<file path="src/rtl/passwd_pkg.sv">
// -----------------------------------------------------------------------------
// passwd_pkg
// Shared definitions for the candidate-password generator:
//   - state_e          : generator FSM states (IDLE / RUN / FIN)
//   - DEF_*            : default geometry (8 symbols x 5 bits, codes 0..31)
//   - passwd_w()       : candidate bus width for a given geometry
// -----------------------------------------------------------------------------
package passwd_pkg;

    typedef enum logic [1:0] {
        ST_IDLE = 2'd0,
        ST_RUN  = 2'd1,
        ST_FIN  = 2'd2
    } state_e;

    localparam int DEF_NCHARS      = 8;
    localparam int DEF_CHAR_W      = 5;
    localparam int DEF_CHARSET_MAX = 31;

    function automatic int passwd_w(input int nchars, input int char_w);
        return nchars * char_w;
    endfunction

endpackage

</file>
<file path="src/rtl/passwd_digit.sv">
// -----------------------------------------------------------------------------
// passwd_digit
// One odometer symbol register. Counts 0..CHARSET_MAX and wraps, raising
// carry_out while it is being incremented from CHARSET_MAX. A load has
// priority over an increment.
//
// Ports:
//   CLK, RST_N  clock / async active-low reset
//   load        capture load_val this edge
//   load_val    value captured on load
//   inc         carry-in: advance this symbol
//   sym         current symbol code
//   carry_out   inc & (sym == CHARSET_MAX)
// -----------------------------------------------------------------------------
module passwd_digit
    import passwd_pkg::*;
#(
    parameter int CHAR_W      = DEF_CHAR_W,
    parameter int CHARSET_MAX = DEF_CHARSET_MAX
) (
    input  logic              CLK,
    input  logic              RST_N,
    input  logic              load,
    input  logic [CHAR_W-1:0] load_val,
    input  logic              inc,
    output logic [CHAR_W-1:0] sym,
    output logic              carry_out
);

    localparam logic [CHAR_W-1:0] MAX_SYM = CHAR_W'(CHARSET_MAX);

    logic [CHAR_W-1:0] sym_q;
    logic [CHAR_W-1:0] sym_d;
    logic              at_max;

    assign at_max = (sym_q == MAX_SYM);

    always_comb begin
        sym_d = sym_q;
        if (load) begin
            sym_d = load_val;
        end else if (inc) begin
            sym_d = at_max ? '0 : sym_q + CHAR_W'(1);
        end
    end

    always_ff @(posedge CLK or negedge RST_N) begin
        if (!RST_N) begin
            sym_q <= '0;
        end else begin
            sym_q <= sym_d;
        end
    end

    assign sym       = sym_q;
    assign carry_out = inc & at_max;

endmodule

</file>
<file path="src/rtl/passwd_gen.sv">
// -----------------------------------------------------------------------------
// passwd_gen
// Enumerates every NCHARS-symbol candidate over codes 0..CHARSET_MAX,
// odometer-style, and presents each one on a VALID/READY handshake.
// Stops on STOP (checker FOUND), on exhaustion, or on abort.
//
// Optional build macro: PASSWD_GEN_SEED_EN adds the SEED input; START then
// loads SEED (each symbol clamped to CHARSET_MAX) instead of all-zero.
//
// Ports:
//   CLK, RST_N   clock / async active-low reset
//   START        one-cycle pulse, begin enumeration (ignored while running)
//   STOP         abort / freeze, dominates START
//   READY        downstream accepts the candidate this cycle
//   SEED         (PASSWD_GEN_SEED_EN only) starting candidate
//   VALID        PASSWD_OUT holds a candidate
//   PASSWD_OUT   candidate, symbol 0 in bits [0:CHAR_W-1]
//   BUSY         high while enumerating
//   DONE         sticky: last candidate accepted
//   COUNT        candidates accepted since START, saturating
//
// state | meaning
// ------+----------------------------------------------------------
// IDLE  | not enumerating; PASSWD_OUT/COUNT frozen for readback
// RUN   | presenting candidates, advancing on each transfer
// FIN   | keyspace exhausted; last candidate held, DONE set
// -----------------------------------------------------------------------------
module passwd_gen
    import passwd_pkg::*;
#(
    parameter int NCHARS      = DEF_NCHARS,
    parameter int CHAR_W      = DEF_CHAR_W,
    parameter int CHARSET_MAX = DEF_CHARSET_MAX
) (
    input  logic                       CLK,
    input  logic                       RST_N,
    input  logic                       START,
    input  logic                       STOP,
    input  logic                       READY,
`ifdef PASSWD_GEN_SEED_EN
    input  logic [0:NCHARS*CHAR_W-1]   SEED,
`endif
    output logic                       VALID,
    output logic [0:NCHARS*CHAR_W-1]   PASSWD_OUT,
    output logic                       BUSY,
    output logic                       DONE,
    output logic [0:NCHARS*CHAR_W-1]   COUNT
);

    localparam int W = passwd_w(NCHARS, CHAR_W);

    state_e         state_q, state_d;
    logic           done_q, done_d;
    logic [0:W-1]   count_q, count_d;

    logic           xfer;
    logic           last_xfer;
    logic           load_start;
    logic           load_any;
    logic [0:W-1]   start_val;
    logic [0:W-1]   load_val_all;

    assign xfer = (state_q == ST_RUN) && READY;

    // ------------------------------------------------------------------
    // Start value: zero, or the clamped seed when seeding is built in.
    // ------------------------------------------------------------------
`ifdef PASSWD_GEN_SEED_EN
    localparam logic [CHAR_W-1:0] MAX_SYM = CHAR_W'(CHARSET_MAX);

    always_comb begin
        logic [CHAR_W-1:0] seed_sym;
        start_val = '0;
        seed_sym  = '0;
        for (int i = 0; i < NCHARS; i++) begin
            seed_sym = SEED[i*CHAR_W +: CHAR_W];
            start_val[i*CHAR_W +: CHAR_W] = (seed_sym > MAX_SYM) ? MAX_SYM : seed_sym;
        end
    end
`else
    assign start_val = '0;
`endif

    // The final transfer would wrap the odometer to zero; instead every
    // digit reloads its own value so the last candidate stays parked.
    assign load_any     = load_start | last_xfer;
    assign load_val_all = load_start ? start_val : PASSWD_OUT;

    // ------------------------------------------------------------------
    // Odometer: carry enters at the rightmost symbol and ripples left.
    // ------------------------------------------------------------------
    for (genvar i = 0; i < NCHARS; i++) begin : g_sym
        logic inc_i;
        logic carry_o;

        if (i == NCHARS - 1) begin : g_lsb
            assign inc_i = xfer;
        end else begin : g_mid
            assign inc_i = g_sym[i+1].carry_o;
        end

        passwd_digit #(
            .CHAR_W      (CHAR_W),
            .CHARSET_MAX (CHARSET_MAX)
        ) u_digit (
            .CLK       (CLK),
            .RST_N     (RST_N),
            .load      (load_any),
            .load_val  (load_val_all[i*CHAR_W +: CHAR_W]),
            .inc       (inc_i),
            .sym       (PASSWD_OUT[i*CHAR_W +: CHAR_W]),
            .carry_out (carry_o)
        );
    end

    // A carry out of the leftmost symbol means the all-max candidate moved.
    assign last_xfer = g_sym[0].carry_o;

    // ------------------------------------------------------------------
    // FSM
    // ------------------------------------------------------------------
    always_comb begin
        state_d    = state_q;
        done_d     = done_q;
        count_d    = count_q;
        load_start = 1'b0;

        case (state_q)
            ST_IDLE, ST_FIN: begin
                if (START && !STOP) begin
                    state_d    = ST_RUN;
                    load_start = 1'b1;
                    count_d    = '0;
                    done_d     = 1'b0;
                end else if (STOP) begin
                    state_d = ST_IDLE;
                end
            end
            ST_RUN: begin
                if (xfer) begin
                    count_d = (&count_q) ? count_q : count_q + W'(1);
                end
                if (last_xfer) begin
                    state_d = ST_FIN;
                    done_d  = 1'b1;
                end
                // Abort wins over exhaustion, but a coincident transfer
                // has already been counted and advanced above.
                if (STOP) begin
                    state_d = ST_IDLE;
                end
            end
            default: begin
                state_d = ST_IDLE;
            end
        endcase
    end

    always_ff @(posedge CLK or negedge RST_N) begin
        if (!RST_N) begin
            state_q <= ST_IDLE;
            done_q  <= 1'b0;
            count_q <= '0;
        end else begin
            state_q <= state_d;
            done_q  <= done_d;
            count_q <= count_d;
        end
    end

    assign VALID = (state_q == ST_RUN);
    assign BUSY  = (state_q == ST_RUN);
    assign DONE  = done_q;
    assign COUNT = count_q;

endmodule

</file>
<file path="config.mk">
export PLATFORM = sky130hd
export DESIGN_NAME = passwd_gen
export DESIGN_NICKNAME = d
export VERILOG_FILES = /design/src/rtl/passwd_pkg.sv /design/src/rtl/passwd_digit.sv /design/src/rtl/passwd_gen.sv
export SDC_FILE = /design/constraint.sdc
export NUM_CORES = 1
export LEC_CHECK = 0
export CAP_MARGIN = 20
export CORE_MARGIN = 3
export CORE_UTILIZATION = 49
export DETAILED_ROUTE_END_ITERATION = 6
export GPL_ROUTABILITY_DRIVEN = 0
export GPL_TIMING_DRIVEN = 0
export PLACE_DENSITY = 0.77
export SETUP_SLACK_MARGIN = 0.5
export SYNTH_ARGS = -nofsm -noshare
export SYNTH_HDL_FRONTEND = slang
export SYNTH_HIERARCHICAL = 1
export SYNTH_SLANG_ARGS = --single-unit
</file>
<file path="constraint.sdc">
create_clock -name CLK -period 4.4 [get_ports CLK]
set_input_delay 0.88 -clock CLK [delete_from_list [all_inputs] [get_ports CLK]]
set_output_delay 0.88 -clock CLK [all_outputs]
set_load 0.005 [all_outputs]
</file>
# --- After elaboration in Yosys (flattened, before gate mapping) ---
# Index checks and enable logic that the tools add are counted.
totals:
  reg_bits: 83
  input_bits: 5
  wordCells: 111
classes:
  addsub: 9
  n_eq_ne: 17
  mux: 39
  bitwise_logic: 9
  n_reduce_logical: 26
ops:
  columns: ["op", "n"]
  rows:
  - ["$mux 40", 4]
  - ["$mux 5", 24]
  - ["$pmux 40 s2", 1]
  - ["$add 40x1->40 const B", 1]
  - ["$add 5x1->5 const B", 8]
  - ["$eq 5x5->1 const B", 8]
  - ["$reduce_and 40->1", 1]
  - ["$reduce_and 2->1", 9]
  - ["$reduce_bool 2->1", 9]
  - ["$and 1x1->1", 8]
  - ["$mux 2", 4]
  - ["$ne 2x2->1 const B", 3]
  - ["$mux 1", 4]
  - ["$ne 2x1->1 const B", 2]
  - ["$pmux 2 s2", 1]
  - ["$reduce_and 4->1", 1]
  - ["$ne 3x2->1 const B", 1]
  - ["$ne 3x3->1 const B", 1]
  - ["$reduce_and 3->1", 1]
  - ["$eq 2x1->1 const B", 1]
  - ["$eq 2x2->1 const B", 1]
  - ["$logic_and 1x1->1", 2]
  - ["$logic_not 2->1", 1]
  - ["$pmux 1 s2", 1]
  - ["3 further kinds", 3]

# --- Longest topological paths before layout ---
# Gate-level depths: netlist (run 1).
depth:
  depth_word: 13
  ltp_mapped: 27
  depth_no_buf: 16

# --- By module ---
# Netlist (run 1), hierarchy kept.
by_module_without_submodules:
  columns: ["mod", "instances", "cells_per_inst", "area_per_inst_um2"]
  rows:
  - ["passwd_gen", 1, 351, 3005.4]
  - ["passwd_digit", 8, 35, 317.8]

# --- Least setup slack after synthesis (run 1) ---
# Ideal clock, no wire load.
synth_timing:
  path_kind: "input to register"
  from: "input port READY"
  to: "register g_sym[2].u_digit.sym_q[3]"
  arrival_ns: 4.566
  required_ns: 4.318
  setup_slack_ns: -0.248
  path_stages: 24
  cell_sequence: "nand2_1 -> inv_2 -> clkbuf_1 -> buf_6 -> and2_2 -> buf_6 -> and2_2 -> buf_6 -> and2_2 -> buf_6 -> and2_2 -> buf_6 -> and2_2 -> buf_6 -> and2_2 -> buf_6 -> and2_2 -> buf_6 -> and2_2 -> or2_2 -> clkbuf_1 -> inv_1 -> nor2_1 -> a31oi_1"
synth_via:
  elab_chain_cells: 12
synth_rtl:
  columns: ["element", "line_no", "rtl"]
  rows:
  - ["start, declared", "passwd_gen.sv:39", "input logic READY,"]
  - ["$logic_and 1x1->1 (*)", "passwd_gen.sv:63", "assign xfer = (state_q == ST_RUN) && READY;"]
  - ["via g_sym[7].inc_i", "passwd_gen.sv:93", "logic inc_i;"]
  - ["$and 1x1->1 (*)", "passwd_digit.sv:56", "assign carry_out = inc & at_max;"]
  - ["via g_sym[6].inc_i", "passwd_gen.sv:93", null]
  - ["$and 1x1->1 (*)", "passwd_digit.sv:56", null]
  - ["via g_sym[5].inc_i", "passwd_gen.sv:93", null]
  - ["$and 1x1->1 (*)", "passwd_digit.sv:56", null]
  - ["via g_sym[4].inc_i", "passwd_gen.sv:93", null]
  - ["(+1 left out)", null, null]
  - ["via g_sym[3].inc_i", "passwd_gen.sv:93", null]
  - ["(+1 left out)", null, null]
  - ["via g_sym[2].inc_i", "passwd_gen.sv:93", null]
  - ["(+1 left out)", null, null]
  - ["via g_sym[1].inc_i", "passwd_gen.sv:93", null]
  - ["$and 1x1->1 (*)", "passwd_digit.sv:56", null]
  - ["via g_sym[0].inc_i", "passwd_gen.sv:93", null]
  - ["$and 1x1->1 (*)", "passwd_digit.sv:56", null]
  - ["via g_sym[0].carry_o", "passwd_gen.sv:94", "logic carry_o;"]
  - ["$or 1x1->1 (*)", "passwd_gen.sv:86", "assign load_any = load_start | last_xfer;"]
  - ["via load_any", "passwd_gen.sv:59", "logic load_any;"]
  - ["$ne 2x2->1 (no source line) or $reduce_bool 2->1 (tied branches)", null, null]
  - ["$reduce_and 2->1 (no source line)", null, null]
  - ["end signal, assigned", "passwd_digit.sv:51", "sym_q <= sym_d;"]
  - ["end, declared", "passwd_digit.sv:32", "logic [CHAR_W-1:0] sym_q;"]
# The timed path passes the listed nets; every way through them passes the cells marked *.
# A chain may end at the register's enable or synchronous reset.

# --- Final worst setup path (run 1) ---
layout_timing:
  from: "register state_q[0]"
  to: "register g_sym[4].u_digit.sym_q[0]"
layout_via:
  elab_chain_cells: 13
layout_rtl:
  columns: ["element", "line_no", "rtl"]
  rows:
  - ["start, declared", "passwd_gen.sv:52", "state_e state_q, state_d;"]
  - ["start signal, assigned", "passwd_gen.sv:165", "state_q <= state_d;"]
  - ["$eq 2x1->1 (*)", "passwd_gen.sv:63", null]
  - ["$logic_and 1x1->1 (*)", "passwd_gen.sv:63", null]
  - ["via g_sym[7].inc_i", "passwd_gen.sv:93", null]
  - ["$and 1x1->1 (*)", "passwd_digit.sv:56", null]
  - ["via g_sym[6].inc_i", "passwd_gen.sv:93", null]
  - ["$and 1x1->1 (*)", "passwd_digit.sv:56", null]
  - ["via g_sym[5].inc_i", "passwd_gen.sv:93", null]
  - ["$and 1x1->1 (*)", "passwd_digit.sv:56", null]
  - ["via g_sym[4].inc_i", "passwd_gen.sv:93", null]
  - ["(+1 left out)", null, null]
  - ["via g_sym[3].inc_i", "passwd_gen.sv:93", null]
  - ["(+1 left out)", null, null]
  - ["via g_sym[2].inc_i", "passwd_gen.sv:93", null]
  - ["(+1 left out)", null, null]
  - ["via g_sym[1].inc_i", "passwd_gen.sv:93", null]
  - ["$and 1x1->1 (*)", "passwd_digit.sv:56", null]
  - ["via g_sym[0].inc_i", "passwd_gen.sv:93", null]
  - ["$and 1x1->1 (*)", "passwd_digit.sv:56", null]
  - ["via g_sym[0].carry_o", "passwd_gen.sv:94", null]
  - ["$or 1x1->1 (*)", "passwd_gen.sv:86", null]
  - ["via load_any", "passwd_gen.sv:59", null]
  - ["$ne 2x2->1 (no source line) or $reduce_bool 2->1 (tied branches)", null, null]
  - ["$reduce_and 2->1 (no source line)", null, null]
  - ["end signal, assigned", "passwd_digit.sv:51", null]
  - ["end, declared", "passwd_digit.sv:32", null]
# Marks and branches as above.

==> impl_results.md, run 1 <==
* Clock buffer depth at 2
* Worst Setup Start Kind: flop
* DRT Pass-1 Iters at 5
* Vias at 5,489
* Slew Limit Headroom at 49.25%
* Worst slew pin tran at 0.7587 ns
* RSZ-0062 raised after global routing: yes
* Nets@finish at 790
* Netlist cell types at 56
* Placed Instance Area at 6745 sq um
* # IOs at 88
* Required @ worst endpoint at 4.64 ns
* Antenna Cells at 0
* Core box area at 10,940 sq um
* DR DRC count at 0
* Worst setup path class: flop to flop
* # port buffers at 87
* Initial antenna violation count at 0
* Fraction of layout cells with a size suffix above 1 at 19.02%
* Max Clk Rate at 260.7 MHz
* CP max FO at 7
* Iter 0 DRT Violations at 598
* Final instance area at 7427 sq um
* Clock root buffer master: clkbuf_16
* Final core utilization at 67.92%
* GR Util All Layers at 24.68%
* Most common cell after layout, fill and taps aside: clkdlybuf4s50_1
* Asr flop ratio synth at 100.0%
* CTS Buf Count at 9
* Rows at 38
* Hold_buf cts at 0
* Die area at 12,630 sq um
* Post-synth top area share at 37.44%
* Synth Cell Area at 5548 sq um
* Clock power share at 35.2%
* Post-synth EDFFs at 0
* Sequential share of the synthesized area at 37.44%
* Synth Area per Inst at 8.792 sq um
* Cell taking the most area after synthesis: dfrtp_1
* Final setup viols at 0
* Worst VDD drop at 0.1834 mV
* Status: finished clean
* Pwr/cell area at 295.7 nW/um^2
* MaxCap Viol Count at 0
* Switching power at 638.1 uW
* Final hold vios at 0
* CP endpoint kind: flop
* # clock sinks at 83
* Combinational power share at 22.5%
* Worst hold path type: input port to asynchronous set/reset pin
* First-pass GRT wire length at 25.85 mm
* Routed Wire Length at 15.98 mm
* GRT overflow at 0
* Sw Share at 29.06%
* Syn Inst Count at 631
* Static leakage at 0.003075 uW
* DPL Wire Length at 10.56 mm
* Vias in the first global route at 5,091
* Area growth, synth to finish at 33.87%
* Crit path DAT at 4.07 ns
* Worst-Skew Late Latency at 0.34 ns
* Vias per cell at 6.012
* Synthesized flop and latch total at 83
* Commonest non-fill, non-tap cells in the layout: clkdlybuf4s50_1 (85), dfrtp_1 (81), nand2_1 (58), o21ai_0 (54), a31oi_1 (52)
* Top post-synthesis cells by area: dfrtp_1 (37%), a31oi_1 (6.0%), o21ai_0 (5.0%)
* CTS tree: done
* Die width at 112.4 microns
* Internal power at 1558 uW
* Final min period at 3.836 ns
* Synth Flop Type: dfrtp_1
* Clk slew on worst S/H paths at 0.07 ns
* Fin crit share at 87.19%
* CTS H-tree lvls at 3
* Largest net degree at the start of global routing at 68
* Initial Util at 50.73%
* Ys Warns at 6
* Layout Skew at 0.007843 ns
* Final Max Slew Viols at 0
* Final ANT Viol Nets at 0
* Post-Syn Nets at 653
* R2R cell count at 25
* Die H at 112.4 microns
* Sequential power share at 42.3%
* Routed len/inst at 17.51 microns
* Setup TNS at 0 ns
final cells by class:
| cell class | count | area [sq um] |
|---|---|---|
| multi-input cells | 486 | 3204 |
| well taps | 140 | 175.2 |
| plain buffers | 43 | 365.4 |
| repair buffers | 125 | 1189 |
| clock buffers | 10 | 239.0 |
| inverters | 20 | 110.1 |
| clock inverters | 6 | 65.06 |
| flip-flops and latches | 83 | 2079 |
| fillers | 887 | 3508 |
per-stage QoR:
stage          hold slack (ns)  setup slack [ns]  std cells  total power, uW
6_report                0.4148            0.5637        913             2196
5_1_grt                 0.4199            0.4210        913             2301
3_5_place_dp            0.5047           -0.4247        859             1384
4_1_cts                 0.4102            0.5186        887             2181
2_1_floorplan           0.4824            0.3973        631             1141
3_3_place_gp            0.5003           -0.8094        858             1361
layer usage:
metal | share of wire, % | wire (microns) | vias to the layer above | track usage (%)
met3 | 7.2 | 1149 | 36 | 3.774
li1 | - | - | 2622 | -
met1 | 43 | 6803 | 2589 | 34.33
met2 | 48 | 7678 | 242 | 39.57
met5 | 0 | 0 | - | 0
met4 | 2.2 | 353 | 0 | 8.333
what timing repair did:
action / in CTS / in global routing
pin swaps: 1 / 1
cloned: 2 / 1
setup endpoints to repair: 43 / 40
hold endpoints to repair: 0 / 0
setup buffers: 10 / 25
resized for setup: 15 / 16
state kept, by name, indices dropped and copies added (netlist names):
| signal | flops |
|---|---|
| COUNT | 40 |
| DONE | 1 |
| g_sym.u_digit/sym | 40 |
| state_q | 2 |
cells in the mapped netlist, types with 11 or more instances:
cell and count:
and3_1 14, dfrtp_1 83, nand2_1 59, ha_1 17, nor2b_1 40, o31ai_1 17, nand3_1 25, mux2i_1 24
clkbuf_1 19, buf_2 11, nor2_1 40, nand4_1 17, o21ai_0 55, a31oi_1 53
cell families after synthesis:
| logic type | Yosys count | share of synthesized area, % |
|---|---|---|
| compound gates | 173 | 20.23 |
| fa+ha+maj | 17 | 3.834 |
| buf+inv | 63 | 5.819 |
| flops | 83 | 37.44 |
| mux | 24 | 4.330 |
| simple gates | 271 | 28.35 |
worst max-delay path, stage by stage (launching register included):
cell,delay [ns]
dfrtp_1,0.38
nand2b_1,0.10
buf_6,0.14
clkinv_8,0.07
nand2_8,0.09
inv_12,0.04
clkbuf_16,0.13
buf_8,0.11
and2_4,0.14
buf_6,0.11
and2_4,0.14
buf_6,0.11
and2_4,0.14
buf_6,0.11
and2_4,0.14
buf_6,0.12
and2_4,0.15
buf_6,0.11
and2_4,0.15
buf_6,0.11
and2_4,0.15
buf_6,0.11
and2_4,0.15
or2_4,0.30
clkbuf_16,0.17
o21ai_0,0.23
final timing paths:
path	start	endpoint	slack, ns
min in group CLK	DONE	DONE	0.52
max reg2reg	state_q[0]	g_sym[4].u_digit/sym[0]	0.56
max	state_q[0]	g_sym[4].u_digit/sym[0]	0.56
min	RST_N	g_sym[3].u_digit/sym[3]	0.41
min reg2reg	DONE	DONE	0.52
max in group asynchronous	RST_N	g_sym[7].u_digit/sym[1]	3.33
power by group through the flow:
stage / Combinational (uW) / Clock (uW) / Sequential, uW
floorplan: 213 / 0 / 928
global placement: 425 / 0 / 937
detailed placement: 441 / 0 / 943
CTS: 470 / 786 / 925
global route: 541 / 816 / 945
finish: 494 / 773 / 929
Note: power is estimated with default switching activity, not from simulation.
==> inputs of run 2 (changes only) <==
--- a/config.mk
+++ b/config.mk
@@ -7,7 +7,7 @@
 export LEC_CHECK = 0
 export CAP_MARGIN = 20
 export CORE_MARGIN = 3
-export CORE_UTILIZATION = 49
+export CORE_UTILIZATION = 48
 export DETAILED_ROUTE_END_ITERATION = 6
 export GPL_ROUTABILITY_DRIVEN = 0
 export GPL_TIMING_DRIVEN = 0
@@ -15,5 +15,4 @@
 export SETUP_SLACK_MARGIN = 0.5
 export SYNTH_ARGS = -nofsm -noshare
 export SYNTH_HDL_FRONTEND = slang
-export SYNTH_HIERARCHICAL = 1
 export SYNTH_SLANG_ARGS = --single-unit
==> impl_results.md, run 2 <==
* Synth Flop Type: dfrtp_1
* Vias in the first global route at 4,351
* Most common cell in the netlist: dfrtp_1
* Vias per cell at 6.015
* Crit-path cells: clkdlybuf4s50_1 > nor3b_2 > clkbuf_1 > buf_1 > clkbuf_1 > nor2_1
* Hold_buf cts at 0
* Rows at 35
* Synth Area per Inst at 9.219 sq um
* Netlist cell types at 59
* Vias at 4,463
* Syn Inst Count at 511
* Ys Warns at 0
* XOR/XNOR Fraction of Synth Area at 1.487%
* Layout Skew at 0.01301 ns
* RR Startpoint: g_sym[3].u_digit.sym[0]
* Status: finished clean
* Initial Util at 50.27%
* Post-Syn Nets at 533
* Post-synth top area share at 44.09%
* Die width at 105.1 microns
* Die H at 105.1 microns
* RSZ-0062 raised after global routing: no
* Antenna Cells at 0
* Routed len/inst at 17.51 microns
* Area growth, synth to finish at 26.29%
* Asr flop ratio synth at 100.0%
* Final core utilization at 63.48%
* Buf/Inv on CP at 4
* R2R cell count at 9
* Worst hold path type: input port to asynchronous set/reset pin
* Most common cell after layout, fill and taps aside: clkdlybuf4s50_1
* Fin crit share at 78.25%
* R2r endpoint: g_sym[4].u_digit.sym[0]
* Final Total Pwr at 1475 uW
* Core box area at 9371 sq um
* CTS H-tree lvls at 3
* Final hold vios at 0
* Final ANT Viol Nets at 0
* Worst setup path class: input port to flop
* Post-route worst setup slack at 0.9569 ns
* Routed Wire Length at 12.99 mm
* Fraction of layout cells with a size suffix above 1 at 5.710%
* CP endpoint kind: flop
* Combinational family with the most area after synthesis: simple AND/OR/NAND/NOR gates
* Post-synth EDFFs at 0
* Worst slew pin tran at 0.6980 ns
* Pwr/cell area at 247.9 nW/um^2
* Synth Cell Area at 4711 sq um
* Initial antenna violation count at 0
* Final min period at 3.443 ns
* First-pass GRT wire length at 21.60 mm
* Place WS at 0.6401 ns
* Postcts setup bufs at 0
* Die area at 11,040 sq um
* Slowest CP cell: clkbuf_1
* # port buffers at 87
* Worst VDD drop at 0.1622 mV
* Synthesized flop and latch total at 83
* Most frequent cell on the critical path: clkbuf_1
* R2R setup slack at 1.40 ns
* Clock root buffer master: clkbuf_8
* GRT overflow at 0
* Iter 0 DRT Violations at 271
* DPL Wire Length at 9.283 mm
* CTS Buf Count at 9
* Sequential share of the synthesized area at 44.09%
* PostCTS Resize Cnt at 0
* DR DRC count at 0
* Simple-gate share of the synthesized area at 30.25%
* # IOs at 88
* Final instance area at 5949 sq um
* Static leakage at 0.002469 uW
* Mux contribution to synthesized area at 1.753%
* Nets@finish at 632
* Commonest non-fill, non-tap cells in the layout: clkdlybuf4s50_1 (86), dfrtp_1 (83), nand2_1 (56), o21ai_0 (43), nand3_1 (41)
* Synth Area in Adders at 4.515%
* Crit path DAT at 3.65 ns
* Top post-synthesis cells by count: dfrtp_1 (83), nand2_1 (56), o21ai_0 (43)
* CTS tree: done
* Worst-Skew Late Latency at 0.36 ns
* Final Max Slew Viols at 0
* Worst Setup Start Kind: input port
* Required @ worst endpoint at 4.61 ns
* Clk slew on worst S/H paths at 0.09 ns
* Clock buffer depth at 2
* DRT Pass-1 Iters at 5
* Largest net degree at the start of global routing at 68
* Placed Instance Area at 5768 sq um
* Top post-synthesis cells by area: dfrtp_1 (44%), o21ai_0 (4.6%), ha_1 (4.5%)
* GR Util All Layers at 24.05%
* Final setup viols at 0
* Max Clk Rate at 290.4 MHz
* # clock sinks at 83
* Cell taking the most area after synthesis: dfrtp_1
* Crit-path max cell delay at 0.60 ns
* MaxCap Viol Count at 0
* CP max FO at 10
* Hold slack final at 0.3801 ns
* Slew Limit Headroom at 53.47%
* Crit path max-delay family: buffers and inverters
* Post-synthesis compound-gate area fraction at 15.72%
run 2: changes by cell type after synthesis, sizes merged, moves of 15 or more:
cell   previous run  this run
or3               1        24
nor2b            40         2
mux2i            24         6
a31oi            53         0
a21oi             9        31
buf              23         8
run 2: worst reg2reg max path, delay by kind of cell, from the launching register on:
kind            cells  cell delay (ns)
compound gates      2             0.79
fa+ha+maj           2             0.53
flops               1             0.44
buf+inv             1             0.19
simple gates        4             0.96
run 2: cells by family (layout without fill, tap and decap cells):
group           count (synthesis)  in the layout
compound gates                116            116
flops                          83             83
simple gates                  254            254
xor+xnor                        8              8
buf+inv                        25            127
mux                             8              8
fa+ha+maj                      17             17
run 2: cell type report:
class,instances,area [sq um]
buffer,19,80.08
fill,840,3422
timing repair buffer,88,895.9
clock inverter,3,40.04
multi-input combinational,403,2531
sequential,83,2077
tap,129,161.4
inverter,6,22.52
clock buffer,11,141.4
run 2: worst max path at each step:
stage	from	endpoint	slack, ns	cells past startpoint
after detailed placement	START	COUNT[31]	0.64	6
after global routing	STOP	g_sym[3].u_digit.sym[0]	0.85	6
after global placement	RST_N	g_sym[6].u_digit.sym[4]	-0.61	1
final	STOP	g_sym[1].u_digit.sym[0]	0.96	6
after floorplan	STOP	COUNT[5]	1.84	6
after CTS	START	g_sym[6].u_digit.sym[0]	1.02	6
run 2: metrics by stage:
step | std cells | setup TNS, ns
after global placement | 727 | -50.21
after global routing | 742 | 0
after detailed placement | 728 | 0
after CTS | 742 | 0
after floorplan | 511 | 0
final | 742 | 0
run 2: routing by layer:
layer | vias to the layer above | track usage [%] | wire length, microns
met2 | 149 | 40.05 | 6279
met5 | - | 0 | 0
li1 | 2124 | - | -
met3 | 17 | 4.138 | 783
met4 | 0 | 7.779 | 168
met1 | 2173 | 31.86 | 5760
run 2: report_power, final:
group / internal, uW / total [uW] / switching (uW) / leakage (uW)
registers: 776 / 797 / 20.8 / 0.00115
clock network: 270 / 546 / 275 / 0.0000950
logic: 54.0 / 132 / 77.9 / 0.00122
